--- src/rtl/dp_ram_fifo_ctrl_pkg.sv ---
// rtl/dp_ram_fifo_ctrl_pkg.sv - shared constants, width helpers and flag bundle for the FIFO controller
// Purpose: depth / pointer width helpers and the status flag bundle type.
// Ports: none (package).
package dp_ram_fifo_pkg;

    localparam int DEFAULT_RAM_WIDTH = 8;
    localparam int DEFAULT_ADDR_SIZE = 4;

    function automatic int fifo_depth(input int addr_size);
        return 1 << addr_size;
    endfunction

    // One extra wrap bit so that wr_ptr - rd_ptr spans 0..depth inclusive.
    function automatic int ptr_width(input int addr_size);
        return addr_size + 1;
    endfunction

    // The count spans 0..depth, so it needs the same width as a pointer.
    function automatic int count_width(input int addr_size);
        return addr_size + 1;
    endfunction

    typedef struct packed {
        logic full;
        logic empty;
        logic almost_full;
        logic almost_empty;
        logic overflow;
        logic underflow;
    } fifo_flags_t;

endpackage

--- src/rtl/dp_ram_fifo_ctrl_if.sv ---
// rtl/dp_ram_fifo_ctrl_if.sv - producer/consumer and RAM-side signal bundle of the FIFO controller
// Purpose: groups every non-clock/reset port of dp_ram_fifo_ctrl.
// Ports: slave = controller view, master = environment view (producer, consumer, RAM).
interface dp_ram_fifo_ctrl_if #(
    parameter int ram_width = 8,
    parameter int addr_size = 4
);
    logic                 wr_req;
    logic [ram_width-1:0] wr_data;
    logic                 rd_req;
    logic                 clr_err;
    logic                 ram_write_en;
    logic [addr_size-1:0] ram_wr_addr;
    logic [ram_width-1:0] ram_data_in;
    logic                 ram_read_en;
    logic [addr_size-1:0] ram_rd_addr;
    logic [ram_width-1:0] ram_data_out;
    logic [ram_width-1:0] rd_data;
    logic                 rd_valid;
    logic                 full;
    logic                 empty;
    logic                 almost_full;
    logic                 almost_empty;
    logic [addr_size:0]   count;
    logic                 overflow;
    logic                 underflow;

    modport slave (
        input  wr_req, wr_data, rd_req, clr_err, ram_data_out,
        output ram_write_en, ram_wr_addr, ram_data_in, ram_read_en, ram_rd_addr,
               rd_data, rd_valid, full, empty, almost_full, almost_empty,
               count, overflow, underflow
    );

    modport master (
        output wr_req, wr_data, rd_req, clr_err, ram_data_out,
        input  ram_write_en, ram_wr_addr, ram_data_in, ram_read_en, ram_rd_addr,
               rd_data, rd_valid, full, empty, almost_full, almost_empty,
               count, overflow, underflow
    );

endinterface

--- src/rtl/dp_ram_fifo_ctrl_ptr_ctrl.sv ---
// rtl/dp_ram_fifo_ctrl_ptr_ctrl.sv - pointer, occupancy and status flag logic of the FIFO controller
// Purpose: accepts/refuses requests, advances wrap-bit pointers, registers count and flags.
// Ports: clk, reset, wr_req, rd_req in; wr_acc, rd_acc, wr_addr, rd_addr, count,
//        full, empty, almost_full, almost_empty out.
module fifo_ptr_ctrl
    import dp_ram_fifo_pkg::*;
#(
    parameter int addr_size    = 4,
    parameter int afull_level  = 14,
    parameter int aempty_level = 2
) (
    input  logic                 clk,
    input  logic                 reset,
    input  logic                 wr_req,
    input  logic                 rd_req,
    output logic                 wr_acc,
    output logic                 rd_acc,
    output logic [addr_size-1:0] wr_addr,
    output logic [addr_size-1:0] rd_addr,
    output logic [addr_size:0]   count,
    output logic                 full,
    output logic                 empty,
    output logic                 almost_full,
    output logic                 almost_empty
);

    localparam int pw = ptr_width(addr_size);
    localparam logic [pw-1:0] depth_c  = pw'(fifo_depth(addr_size));
    localparam logic [pw-1:0] afull_c  = pw'(afull_level);
    localparam logic [pw-1:0] aempty_c = pw'(aempty_level);

    logic [pw-1:0] wr_ptr, rd_ptr;
    logic [pw-1:0] wr_ptr_nxt, rd_ptr_nxt, count_nxt;

    assign rd_acc = rd_req & ~empty;
    // A full FIFO still takes a write when a read frees the slot in the same cycle.
    assign wr_acc = wr_req & (~full | rd_acc);

    assign wr_ptr_nxt = wr_ptr + pw'(wr_acc);
    assign rd_ptr_nxt = rd_ptr + pw'(rd_acc);
    // The wrap bit lets the plain pointer difference distinguish full from empty.
    assign count_nxt  = wr_ptr_nxt - rd_ptr_nxt;

    assign wr_addr = wr_ptr[addr_size-1:0];
    assign rd_addr = rd_ptr[addr_size-1:0];

    always_ff @(posedge clk or posedge reset) begin
        if (reset) begin
            wr_ptr       <= '0;
            rd_ptr       <= '0;
            count        <= '0;
            full         <= 1'b0;
            empty        <= 1'b1;
            almost_full  <= 1'b0;
            almost_empty <= 1'b1;
        end else begin
            wr_ptr       <= wr_ptr_nxt;
            rd_ptr       <= rd_ptr_nxt;
            count        <= count_nxt;
            full         <= (count_nxt == depth_c);
            empty        <= (count_nxt == '0);
            almost_full  <= (count_nxt >= afull_c);
            almost_empty <= (count_nxt <= aempty_c);
        end
    end

endmodule

--- src/rtl/dp_ram_fifo_ctrl.sv ---
// rtl/dp_ram_fifo_ctrl.sv - FIFO controller sequencing an external two-port RAM as a circular buffer
// Purpose: maps accepted requests onto RAM enables/addresses, forwards read data with a
//          valid strobe one cycle later, and keeps sticky overflow/underflow flags.
// Ports: clk, reset (async, active high); bus (dp_ram_fifo_ctrl_if.slave) carrying the
//        producer, consumer, RAM and status signals.
module dp_ram_fifo_ctrl
    import dp_ram_fifo_pkg::*;
#(
    parameter int ram_width    = 8,
    parameter int addr_size    = 4,
    parameter int afull_level  = 14,
    parameter int aempty_level = 2
) (
    input  logic               clk,
    input  logic               reset,
    dp_ram_fifo_ctrl_if.slave  bus
);

    logic                 wr_acc, rd_acc;
    logic [addr_size-1:0] wr_addr, rd_addr;
    logic [addr_size:0]   count;
    logic                 full, empty, almost_full, almost_empty;
    logic                 rd_valid_q, overflow_q, underflow_q;
    fifo_flags_t          flags;

    fifo_ptr_ctrl #(
        .addr_size    (addr_size),
        .afull_level  (afull_level),
        .aempty_level (aempty_level)
    ) u_ptr_ctrl (
        .clk          (clk),
        .reset        (reset),
        .wr_req       (bus.wr_req),
        .rd_req       (bus.rd_req),
        .wr_acc       (wr_acc),
        .rd_acc       (rd_acc),
        .wr_addr      (wr_addr),
        .rd_addr      (rd_addr),
        .count        (count),
        .full         (full),
        .empty        (empty),
        .almost_full  (almost_full),
        .almost_empty (almost_empty)
    );

    // A new error event outranks a simultaneous clear.
    always_ff @(posedge clk or posedge reset) begin
        if (reset) begin
            rd_valid_q  <= 1'b0;
            overflow_q  <= 1'b0;
            underflow_q <= 1'b0;
        end else begin
            rd_valid_q <= rd_acc;
            if (bus.wr_req && !wr_acc) begin
                overflow_q <= 1'b1;
            end else if (bus.clr_err) begin
                overflow_q <= 1'b0;
            end
            if (bus.rd_req && empty) begin
                underflow_q <= 1'b1;
            end else if (bus.clr_err) begin
                underflow_q <= 1'b0;
            end
        end
    end

    assign flags = '{full: full, empty: empty, almost_full: almost_full,
                     almost_empty: almost_empty, overflow: overflow_q,
                     underflow: underflow_q};

    assign bus.ram_write_en = wr_acc;
    assign bus.ram_wr_addr  = wr_addr;
    assign bus.ram_data_in  = bus.wr_data[ram_width-1:0];
    assign bus.ram_read_en  = rd_acc;
    assign bus.ram_rd_addr  = rd_addr;
    assign bus.rd_data      = bus.ram_data_out;
    assign bus.rd_valid     = rd_valid_q;
    assign bus.count        = count;
    assign bus.full         = flags.full;
    assign bus.empty        = flags.empty;
    assign bus.almost_full  = flags.almost_full;
    assign bus.almost_empty = flags.almost_empty;
    assign bus.overflow     = flags.overflow;
    assign bus.underflow    = flags.underflow;

endmodule

--- src/flat_wrapper.sv ---
// flat-port wrapper written by rule: the top's interface ports become plain ports
module dp_ram_fifo_ctrl_flat import dp_ram_fifo_pkg::*;
#(
    parameter int ram_width    = 8,
    parameter int addr_size    = 4,
    parameter int afull_level  = 14,
    parameter int aempty_level = 2
)
  (clk, reset, bus_wr_req, bus_wr_data, bus_rd_req, bus_clr_err, bus_ram_data_out, bus_ram_write_en, bus_ram_wr_addr, bus_ram_data_in, bus_ram_read_en, bus_ram_rd_addr, bus_rd_data, bus_rd_valid, bus_full, bus_empty, bus_almost_full, bus_almost_empty, bus_count, bus_overflow, bus_underflow);
  dp_ram_fifo_ctrl_if #(.ram_width(ram_width), .addr_size(addr_size)) bus_i ();
  input  logic clk;
  input  logic reset;
  input wire logic [$bits(bus_i.wr_req)-1:0] bus_wr_req;
  input wire logic [$bits(bus_i.wr_data)-1:0] bus_wr_data;
  input wire logic [$bits(bus_i.rd_req)-1:0] bus_rd_req;
  input wire logic [$bits(bus_i.clr_err)-1:0] bus_clr_err;
  input wire logic [$bits(bus_i.ram_data_out)-1:0] bus_ram_data_out;
  output wire logic [$bits(bus_i.ram_write_en)-1:0] bus_ram_write_en;
  output wire logic [$bits(bus_i.ram_wr_addr)-1:0] bus_ram_wr_addr;
  output wire logic [$bits(bus_i.ram_data_in)-1:0] bus_ram_data_in;
  output wire logic [$bits(bus_i.ram_read_en)-1:0] bus_ram_read_en;
  output wire logic [$bits(bus_i.ram_rd_addr)-1:0] bus_ram_rd_addr;
  output wire logic [$bits(bus_i.rd_data)-1:0] bus_rd_data;
  output wire logic [$bits(bus_i.rd_valid)-1:0] bus_rd_valid;
  output wire logic [$bits(bus_i.full)-1:0] bus_full;
  output wire logic [$bits(bus_i.empty)-1:0] bus_empty;
  output wire logic [$bits(bus_i.almost_full)-1:0] bus_almost_full;
  output wire logic [$bits(bus_i.almost_empty)-1:0] bus_almost_empty;
  output wire logic [$bits(bus_i.count)-1:0] bus_count;
  output wire logic [$bits(bus_i.overflow)-1:0] bus_overflow;
  output wire logic [$bits(bus_i.underflow)-1:0] bus_underflow;
  assign bus_i.wr_req = bus_wr_req;
  assign bus_i.wr_data = bus_wr_data;
  assign bus_i.rd_req = bus_rd_req;
  assign bus_i.clr_err = bus_clr_err;
  assign bus_i.ram_data_out = bus_ram_data_out;
  assign bus_ram_write_en = bus_i.ram_write_en;
  assign bus_ram_wr_addr = bus_i.ram_wr_addr;
  assign bus_ram_data_in = bus_i.ram_data_in;
  assign bus_ram_read_en = bus_i.ram_read_en;
  assign bus_ram_rd_addr = bus_i.ram_rd_addr;
  assign bus_rd_data = bus_i.rd_data;
  assign bus_rd_valid = bus_i.rd_valid;
  assign bus_full = bus_i.full;
  assign bus_empty = bus_i.empty;
  assign bus_almost_full = bus_i.almost_full;
  assign bus_almost_empty = bus_i.almost_empty;
  assign bus_count = bus_i.count;
  assign bus_overflow = bus_i.overflow;
  assign bus_underflow = bus_i.underflow;
  dp_ram_fifo_ctrl #(.ram_width(ram_width), .addr_size(addr_size), .afull_level(afull_level), .aempty_level(aempty_level)) u_core (.clk(clk), .reset(reset), .bus(bus_i));
endmodule
--- config.mk ---
export PLATFORM = sky130hd
export DESIGN_NAME = dp_ram_fifo_ctrl_flat
export DESIGN_NICKNAME = d
export VERILOG_FILES = /design/src/rtl/dp_ram_fifo_ctrl_pkg.sv /design/src/rtl/dp_ram_fifo_ctrl_if.sv /design/src/rtl/dp_ram_fifo_ctrl_ptr_ctrl.sv /design/src/rtl/dp_ram_fifo_ctrl.sv /design/src/flat_wrapper.sv
export SDC_FILE = /design/constraint.sdc
export NUM_CORES = 1
export LEC_CHECK = 0
export BUFFER_PORTS_ARGS = -buffer_cell sky130_fd_sc_hd__buf_2
export CORE_MARGIN = 5
export CORE_UTILIZATION = 45
export DETAILED_ROUTE_END_ITERATION = 12
export PLACE_DENSITY_LB_ADDON = 0.05
export SLEW_MARGIN = 40
export SYNTH_ARGS = -nofsm -noshare
export SYNTH_HDL_FRONTEND = slang
export SYNTH_SLANG_ARGS = --single-unit
--- constraint.sdc ---
create_clock -name clk -period 3.7 [get_ports clk]
set_input_delay 0 -clock clk [delete_from_list [all_inputs] [get_ports clk]]
set_output_delay 0 -clock clk [all_outputs]
set_load 0.005 [all_outputs]
==> results of run 1 <==
[final timing paths]
path,startpoint,slack (ns),to,cells past startpoint
min reg2reg,u_core.u_ptr_ctrl.wr_ptr[4],0.50,u_core.u_ptr_ctrl.wr_ptr[4],1
max in group asynchronous,reset,3.11,u_core.u_ptr_ctrl.almost_empty,3
max reg2reg,u_core.u_ptr_ctrl.empty,0.75,u_core.u_ptr_ctrl.almost_full,11
min in group asynchronous,reset,0.24,u_core.u_ptr_ctrl.count[4],3
max,u_core.u_ptr_ctrl.empty,0.75,u_core.u_ptr_ctrl.almost_full,11
min,bus_wr_data[2],0.000002,bus_ram_data_in[2],0
[synthesized netlist by cell type, drive strengths merged, types with 2 or more instances]
cell	n
a21oi	4
ha	9
o21ai	3
xnor2	11
buf	24
inv	11
dfrtp	20
dfstp	2
nand3	6
nand2b	2
[report_power, final]
| group | total (mW) | switching [mW] | leakage (nW) | internal (mW) |
|---|---|---|---|---|
| clock network | 0.108 | 0.0663 | 0.0150 | 0.0419 |
| logic | 0.969 | 0.504 | 0.340 | 0.464 |
| registers | 0.416 | 0.0583 | 0.262 | 0.357 |
| total | 1.49 | 0.629 | 0.616 | 0.864 |
[stage by stage]
stage               std cells  worst slack, ns
floorplan                 105           0.8931
global placement          137           0.8586
detailed placement        137           0.7740
CTS                       145           0.7340
global route              145           0.5554
finish                    145           0.7503
[metal layers]
layer	track usage	vias up	wire length, microns
met5	0	-	0
met4	0.05455	0	57
met3	0.02725	14	199
met2	0.1570	25	879
met1	0.1586	304	875
li1	-	335	-
[registers in the layout, summed over array words and instances, names as in the netlist]
name	count
u_core.u_ptr_ctrl.count	5
u_core.bus.underflow	1
u_core.u_ptr_ctrl.full	1
u_core.u_ptr_ctrl.almost_full	1
u_core.u_ptr_ctrl.almost_empty	1
u_core.bus.overflow	1
u_core.u_ptr_ctrl.rd_ptr	5
u_core.u_ptr_ctrl.empty	1
u_core.bus.rd_valid	1
u_core.u_ptr_ctrl.wr_ptr	5
[worst max-delay path, cell delays in order (launching register included)]
cell      delay [ns]
dfstp_2         0.55
nand2b_1        0.14
a21boi_0        0.12
ha_1            0.23
ha_1            0.31
xnor2_1         0.14
ha_1            0.21
nor2_1          0.24
a21oi_1         0.13
a21oi_2         0.16
xor3_2          0.39
a31o_2          0.23
[final cells by class]
cell class | count | area share
Sequential cell | 22 | 0.4411
Multi-Input combinational cell | 48 | 0.3393
Timing Repair Buffer | 30 | 0.1357
Inverter | 11 | 0.03293
Tap cell | 30 | 0.02994
Clock buffer | 4 | 0.02096
[cells by family (layout without fill, tap and decap cells)]
logic type	Yosys count	in the layout
xor gates and xnor gates	13	13
adders and majority gates	10	10
and+or+nand+nor	14	14
DFF	22	22
AOI/OAI and AO/OA	11	11
buffers and inverters	35	45
==> qor.csv, run 1 <==
metric,value,unit
muxShareOfSynthArea,0,
finalPower,1.492,mW
vdd_drop_max,0.0008618,V
num_vias,678,
gp_congestion,0.7090,
cts_setup_buffers,0,
hpwlAfterDp,1.567,mm
multiInputGateArea,425.4,sq um
seqCellArea,553.0,sq um
p_per_area,1190,mW/mm^2
synth_edf_count,0,
yosysTopAreaCell,dfrtp_1,
final-hold-violation-count,0,
worstSetupPathType,flip-flop to flip-flop,
outcome,finished clean,
slew_viol_final,0,
drt-vias-per-instance,4.676,
async_flop_share,1.000,
die_y,61.64,microns
antenna_found_initial,0,
p_leak,0.6165,nW
initial_utilization,0.4757,
synth_fa_ha_area_frac,0.1022,
ctsRootBufferMaster,clkbuf_4,
ys_types,26,
ctsResizeCount,0,
insertion_delay,0.30,ns
n_fill_cell,242,
period_share,0.7972,
arrival,3.14,ns
hp-class,primary input to output port,
setup_tns,0,ns
first_pass_iters,3,
drive_gt1_frac,0.3565,
synth_top_area_frac,0.4171,
syn_area,0.001200,sq mm
ys.flop_type,dfrtp_1,
synth_xor_area_frac,0.1210,
drtAntennaViolNets,0,
dieWidth,61.64,microns
synth_seq_cells,22,
synth_top_family_by_area,buffers and inverters,
h-tree-depth,1,
grt_usage,0.1114,
synthToLayoutAreaGrowth,4.484,%
start_kind,flip-flop,
place_area,0.001187,sq mm
period_needed,2.950,ns
path_max_fanout,5,
ctsHoldBuffers,4,
num_io_pins,59,
cap_violations,0,
synth_nets,135,
grt_max_degree,23,
synth-simple-area-share,0.06674,
mostFrequentLayoutCells,"buf_2, dfrtp_1, inv_1, xnor2_1, ha_1",
rsz0062_at_grt,no,
synth-warning-count,0,
die-area,0.003799,sq mm
worst_hold_slack,0.000002289,ns
fmax,339.0,MHz
mostFrequentLayoutCell,buf_2,
port_buffers,26,
utilization,0.4970,
gr-total-overflow,0,
yosysSeqAreaShare,0.4609,
core,0.002522,sq mm
drtIter0Drc,12,
fin_nets,146,
synth_compound_area_frac,0.06465,
cts_tree,built,
fin_area,0.001254,sq mm
wl_per_cell,13.88,microns
cts_buffers,3,
syn_inst,105,
clock_sinks,22,
n_antenna_cell,0,
clockBufferDepth,2,
grt_pass1_wl,3.091,mm
syn_area_per_cell,11.43,sq um
ys_top_cells_by_area,"dfrtp_1, buf_4, ha_1",
drc,0,
rows,18,
grt_pass1_vias,652,
skew,0.01500,ns
endpoint_kind,flip-flop,
required,3.89,ns
tightestPinTransition,0.4487,ns
max-slew-margin-rel,0.7005,
wl,2.012,mm
setup_violations,0,
path_clk_slew,0.10,ns
(Power assumes the default switching activity.)
==> run 2, diff against run 1 <==
==> constraint.sdc (replaced) <==
create_clock -name clk -period 3.1 [get_ports clk]
set_input_delay 0 -clock clk [delete_from_list [all_inputs] [get_ports clk]]
set_output_delay 0 -clock clk [all_outputs]
set_load 0.005 [all_outputs]
==> run 2 against run 1 <==
- critical path depth unchanged
- worst hold slack unchanged
- register-to-register slack got worse by 0.49 ns
- fmax up 3.7%
- largest cell class unchanged
==> qor.csv, run 2 (synthesis gave the netlist of run 1 again) <==
metric,value,unit
drive_gt1_frac,0.3707,
path_clk_slew,0.12,ns
period_needed,2.843,ns
port_buffers,26,
die_y,61.64,microns
drt-vias-per-instance,4.781,
drc,0,
p_leak,0.6268,nW
rsz0062_at_grt,no,
mostFrequentLayoutCell,buf_2,
reg2reg_from,u_core.u_ptr_ctrl.empty,
p_clk_frac,0.086,
h-tree-depth,1,
r2r_end,u_core.u_ptr_ctrl.almost_full,
arrival,3.06,ns
grt_max_degree,23,
required,3.31,ns
grt_pass1_wl,3.042,mm
gr-total-overflow,0,
p_per_area,1425,mW/mm^2
clockBufferDepth,2,
pwr-share-seq,0.273,
die-area,0.003799,sq mm
hp-class,primary input to output port,
num_vias,698,
switchingPower,758.6,uW
layout.cells.non_filler,146,
largest_registers,"u_core.u_ptr_ctrl.count: 5 flops, u_core.u_ptr_ctrl.rd_ptr: 5 flops, u_core.u_ptr_ctrl.wr_ptr: 5 flops",
synthToLayoutAreaGrowth,6.360,%
antenna_found_initial,0,
grt_usage,0.1121,
ctsRootBufferMaster,clkbuf_4,
cts_setup_buffers,0,
rows,18,
cts_tree,built,
utilization,0.5060,
drtAntennaViolNets,0,
final-hold-violation-count,0,
first_pass_iters,5,
vdd_drop_max,0.001115,V
fin_nets,147,
initial_utilization,0.4757,
drtIter0Drc,8,
endpoint,u_core.u_ptr_ctrl.almost_full,
worstSetupPathType,flip-flop to flip-flop,
wl_per_cell,13.89,microns
endpoint_kind,flip-flop,
hpwlAfterDp,1.559,mm
dpl.cell_count,137,
switching_share,0.4172,
mostFrequentLayoutCells,"buf_2, dfrtp_1, inv_1, xnor2_1, ha_1",
n_fill_cell,225,
reg2reg_depth,11,
gp_congestion,0.7090,
fmax,351.7,MHz
clock_sinks,22,
start_kind,flip-flop,
combPwrFrac,0.641,
tightestPinTransition,0.4634,ns
num_io_pins,59,
critPathLaunch,u_core.u_ptr_ctrl.empty,
period_share,0.9172,
wl,2.028,mm
dieWidth,61.64,microns
n_antenna_cell,0,
outcome,finished clean,
insertion_delay,0.31,ns
max-slew-margin-rel,0.6906,
rrSetupSlack,0.26,ns
skew,0.01021,ns
cap_violations,0,
slew_viol_final,0,
setup_tns,0,ns
internal-power,1.060,mW
cts_buffers,3,
grt_pass1_vias,664,
path_max_fanout,5,
setup_violations,0,
core,0.002522,sq mm
## run 2: worst min-delay path by stage
stage               slack, ns           start             endpoint  depth (start not counted)
global route         0.000008  bus_wr_data[6]   bus_ram_data_in[6]                          0
global placement      0.00006  bus_wr_data[2]   bus_ram_data_in[2]                          0
detailed placement    0.00006  bus_wr_data[2]   bus_ram_data_in[2]                          0
finish               0.000002  bus_wr_data[2]   bus_ram_data_in[2]                          0
CTS                   0.00006  bus_wr_data[2]   bus_ram_data_in[2]                          0
floorplan               -0.01           reset  u_core.bus.overflow                          1
## run 2: worst max-delay path, stage by stage (launching register included)
cell	delay, ns
dfstp_2	0.55
nand2b_1	0.13
a21boi_0	0.12
ha_1	0.23
ha_1	0.30
xnor2_1	0.14
ha_1	0.22
nor2_2	0.18
a21oi_1	0.10
a21oi_2	0.16
xor3_2	0.39
a31o_2	0.23
## run 2: power groups by stage
| stage | logic (mW) | clock network (mW) | registers [mW] |
|---|---|---|---|
| 4_1_cts | 1.17 | 0.165 | 0.499 |
| 2_1_floorplan | 0.970 | 0 | 0.503 |
| 3_3_place_gp | 1.16 | 0 | 0.504 |
| 5_1_grt | 1.31 | 0.173 | 0.514 |
| 3_5_place_dp | 1.15 | 0 | 0.505 |
| 6_report | 1.17 | 0.156 | 0.496 |
## run 2: what timing repair did
action                     CTS  global route
hold endpoints to repair    23             0
gates resized for setup      0             1
hold buffers                 5             0
setup endpoints to repair    0             4
## run 2: area by class of cell
type,count,area [sq um],share of cell area
Timing Repair Buffer,31,180.2,0.1412
Inverter,11,41.29,0.03235
Sequential cell,22,553.0,0.4333
Multi-Input combinational cell,48,427.9,0.3353
Clock buffer,4,36.28,0.02843
Tap cell,30,37.54,0.02941
## run 2: layer usage
metal / GRT usage / share of wire / routed length, microns / vias up
li1: - / - / - / 339
met1: 0.1464 / 0.44 / 887 / 312
met2: 0.1599 / 0.43 / 873 / 31
met3: 0.03354 / 0.098 / 198 / 16
met4: 0.07273 / 0.035 / 70 / 0
met5: 0 / 0 / 0 / -
## run 2: metrics by stage
stage	instance area [sq um]	worst slack [ns]	hold WS, ns	power, mW
2_1_floorplan	1200	0.2931	-0.01226	1.472
3_3_place_gp	1187	0.2586	0.00006013	1.668
3_5_place_dp	1187	0.1834	0.00006013	1.658
4_1_cts	1274	0.1605	0.00006013	1.834
5_1_grt	1276	0.01486	0.000007966	2.001
6_report	1276	0.2567	0.000002289	1.818
==> run 3, diff against run 2 <==
--- a/config.mk
+++ b/config.mk
@@ -9,7 +9,9 @@
 export CORE_MARGIN = 5
 export CORE_UTILIZATION = 45
 export DETAILED_ROUTE_END_ITERATION = 12
+export MAX_ROUTING_LAYER = met4
 export PLACE_DENSITY_LB_ADDON = 0.05
+export SKIP_CTS_REPAIR_TIMING = 1
 export SLEW_MARGIN = 40
 export SYNTH_ARGS = -nofsm -noshare
 export SYNTH_HDL_FRONTEND = slang
==> run 3 against run 2 <==
- the run now ends with hold timing left
- final cell count down 0.68%
- via count down 2.0%
- sequential power hardly changed
- sequential share of layout area is 0.34 points higher
- register-to-register slack about the same
- setup slack got worse by 0.010 ns
- critical path depth unchanged
- first-iteration DRC count grew 63%
- design area shrank 0.78%
- critical endpoint unchanged
==> qor.csv, run 3 (synthesis gave the netlist of run 1 again) <==
metric,value,unit
clockBufferDepth,2,
cts_buffers,3,
n_fill_cell,228,
pre_cts_ws,0.1834,ns
drtIter0Drc,13,
synthToLayoutAreaGrowth,5.526,%
final-hold-violation-count,1,
gr-total-overflow,0,
grt_max_degree,23,
drtAntennaViolNets,0,
path_max_fanout,5,
fin_ws,0.2462,ns
p_per_area,1435,mW/mm^2
grt_pass1_vias,637,
hp-class,primary input to flip-flop,
violations,hold timing,
ctsRootBufferMaster,clkbuf_4,
required,3.31,ns
clock_sinks,22,
cts_tree,built,
worst_hold_slack,-0.001784,ns
die-area,0.003799,sq mm
max-slew-margin-rel,0.6995,
period_needed,2.854,ns
slew_viol_final,0,
dieWidth,61.64,microns
hpwlAfterDp,1.559,mm
p_leak,0.6227,nW
num_io_pins,59,
tightestPinTransition,0.4501,ns
setup_violations,0,
period_share,0.9206,
num_vias,684,
wl,1.985,mm
path_clk_slew,0.12,ns
seqCellArea,553.0,sq um
drt-vias-per-instance,4.717,
grt_usage,0.1134,
setup_tns,0,ns
drive_gt1_frac,0.3739,
mostFrequentLayoutCells,"buf_2, dfrtp_1, inv_1, xnor2_1, ha_1",
skew,0.008832,ns
insertion_delay,0.30,ns
rows,18,
vdd_drop_max,0.001115,V
start_kind,flip-flop,
cp_common_cell,ha_1,
layout.cells.non_filler,145,
port_buffers,26,
cpPeakStageDelay,0.55,ns
rsz0062_at_grt,no,
outcome,finished with violations,
largest_registers,"u_core.u_ptr_ctrl.count: 5 flops, u_core.u_ptr_ctrl.rd_ptr: 5 flops, u_core.u_ptr_ctrl.wr_ptr: 5 flops",
mostFrequentLayoutCell,buf_2,
core,0.002522,sq mm
cpMaxStageDelayCell,dfstp_2,
die_y,61.64,microns
worstSetupPathType,flip-flop to flip-flop,
initial_utilization,0.4757,
crit_chain,nand2b_1 -> a21boi_0 -> ha_1 -> ha_1 -> xnor2_1 -> ha_1 -> nor2_2 -> a21oi_1 -> a21oi_2 -> xor3_2 -> a31o_2,
multiInputGateArea,427.9,sq um
wl_per_cell,13.69,microns
grt_pass1_wl,2.973,mm
endpoint_kind,flip-flop,
arrival,3.07,ns
first_pass_iters,3,
h-tree-depth,1,
dpl.cell_count,137,
gp_congestion,0.7170,
cap_violations,0,
fin_nets,146,
n_antenna_cell,0,
fmax,350.4,MHz
antenna_found_initial,0,
utilization,0.5020,
drc,0,
## run 3: final timing paths
kind                                                       end  slack [ns]  cells past startpoint                        start
worst max-delay path             u_core.u_ptr_ctrl.almost_full        0.25                     11      u_core.u_ptr_ctrl.empty
worst min-delay path                       u_core.bus.rd_valid      -0.002                      3                   bus_rd_req
worst max register to register   u_core.u_ptr_ctrl.almost_full        0.25                     11      u_core.u_ptr_ctrl.empty
worst min register to register     u_core.u_ptr_ctrl.wr_ptr[4]        0.50                      1  u_core.u_ptr_ctrl.wr_ptr[4]
max in group asynchronous       u_core.u_ptr_ctrl.almost_empty        2.52                      3                        reset
min in group asynchronous        u_core.u_ptr_ctrl.almost_full        0.23                      3                        reset
## run 3: cell type report
| cell class | count | area share |
|---|---|---|
| repair buffers | 30 | 0.1344 |
| well taps | 30 | 0.02964 |
| inverters | 11 | 0.03261 |
| flip-flops and latches | 22 | 0.4368 |
| multi-input cells | 48 | 0.3379 |
| clock buffers | 4 | 0.02866 |
## run 3: layer usage
metal | wire, microns | vias up | GRT usage
met4 | 70 | 0 | 0.07273
met5 | 0 | - | -
met2 | 858 | 27 | 0.1555
met3 | 177 | 16 | 0.02935
li1 | - | 336 | -
met1 | 878 | 305 | 0.1466
## run 3: metrics by stage
stage	power, mW	hold WS (ns)	cell area [sq um]
after global routing	2.000	0.000007966	1266
after floorplan	1.472	-0.01226	1200
final	1.817	-0.001784	1266
after global placement	1.668	0.00006013	1187
after CTS	1.830	-0.3107	1224
after detailed placement	1.658	0.00006013	1187
## run 3: critical path, delay by kind of cell, from the launching register on
kind            cells  cell delay, ns
compound gates      4            0.61
xor+xnor            2            0.53
fa+ha+maj           3            0.76
flops               1            0.55
simple gates        2            0.31
## run 3: power by group
part           total (mW)  switching (mW)  internal [mW]
Clock               0.156          0.0839         0.0717
Combinational        1.16           0.604          0.561
Sequential          0.497          0.0701          0.426
Total                1.82           0.758           1.06
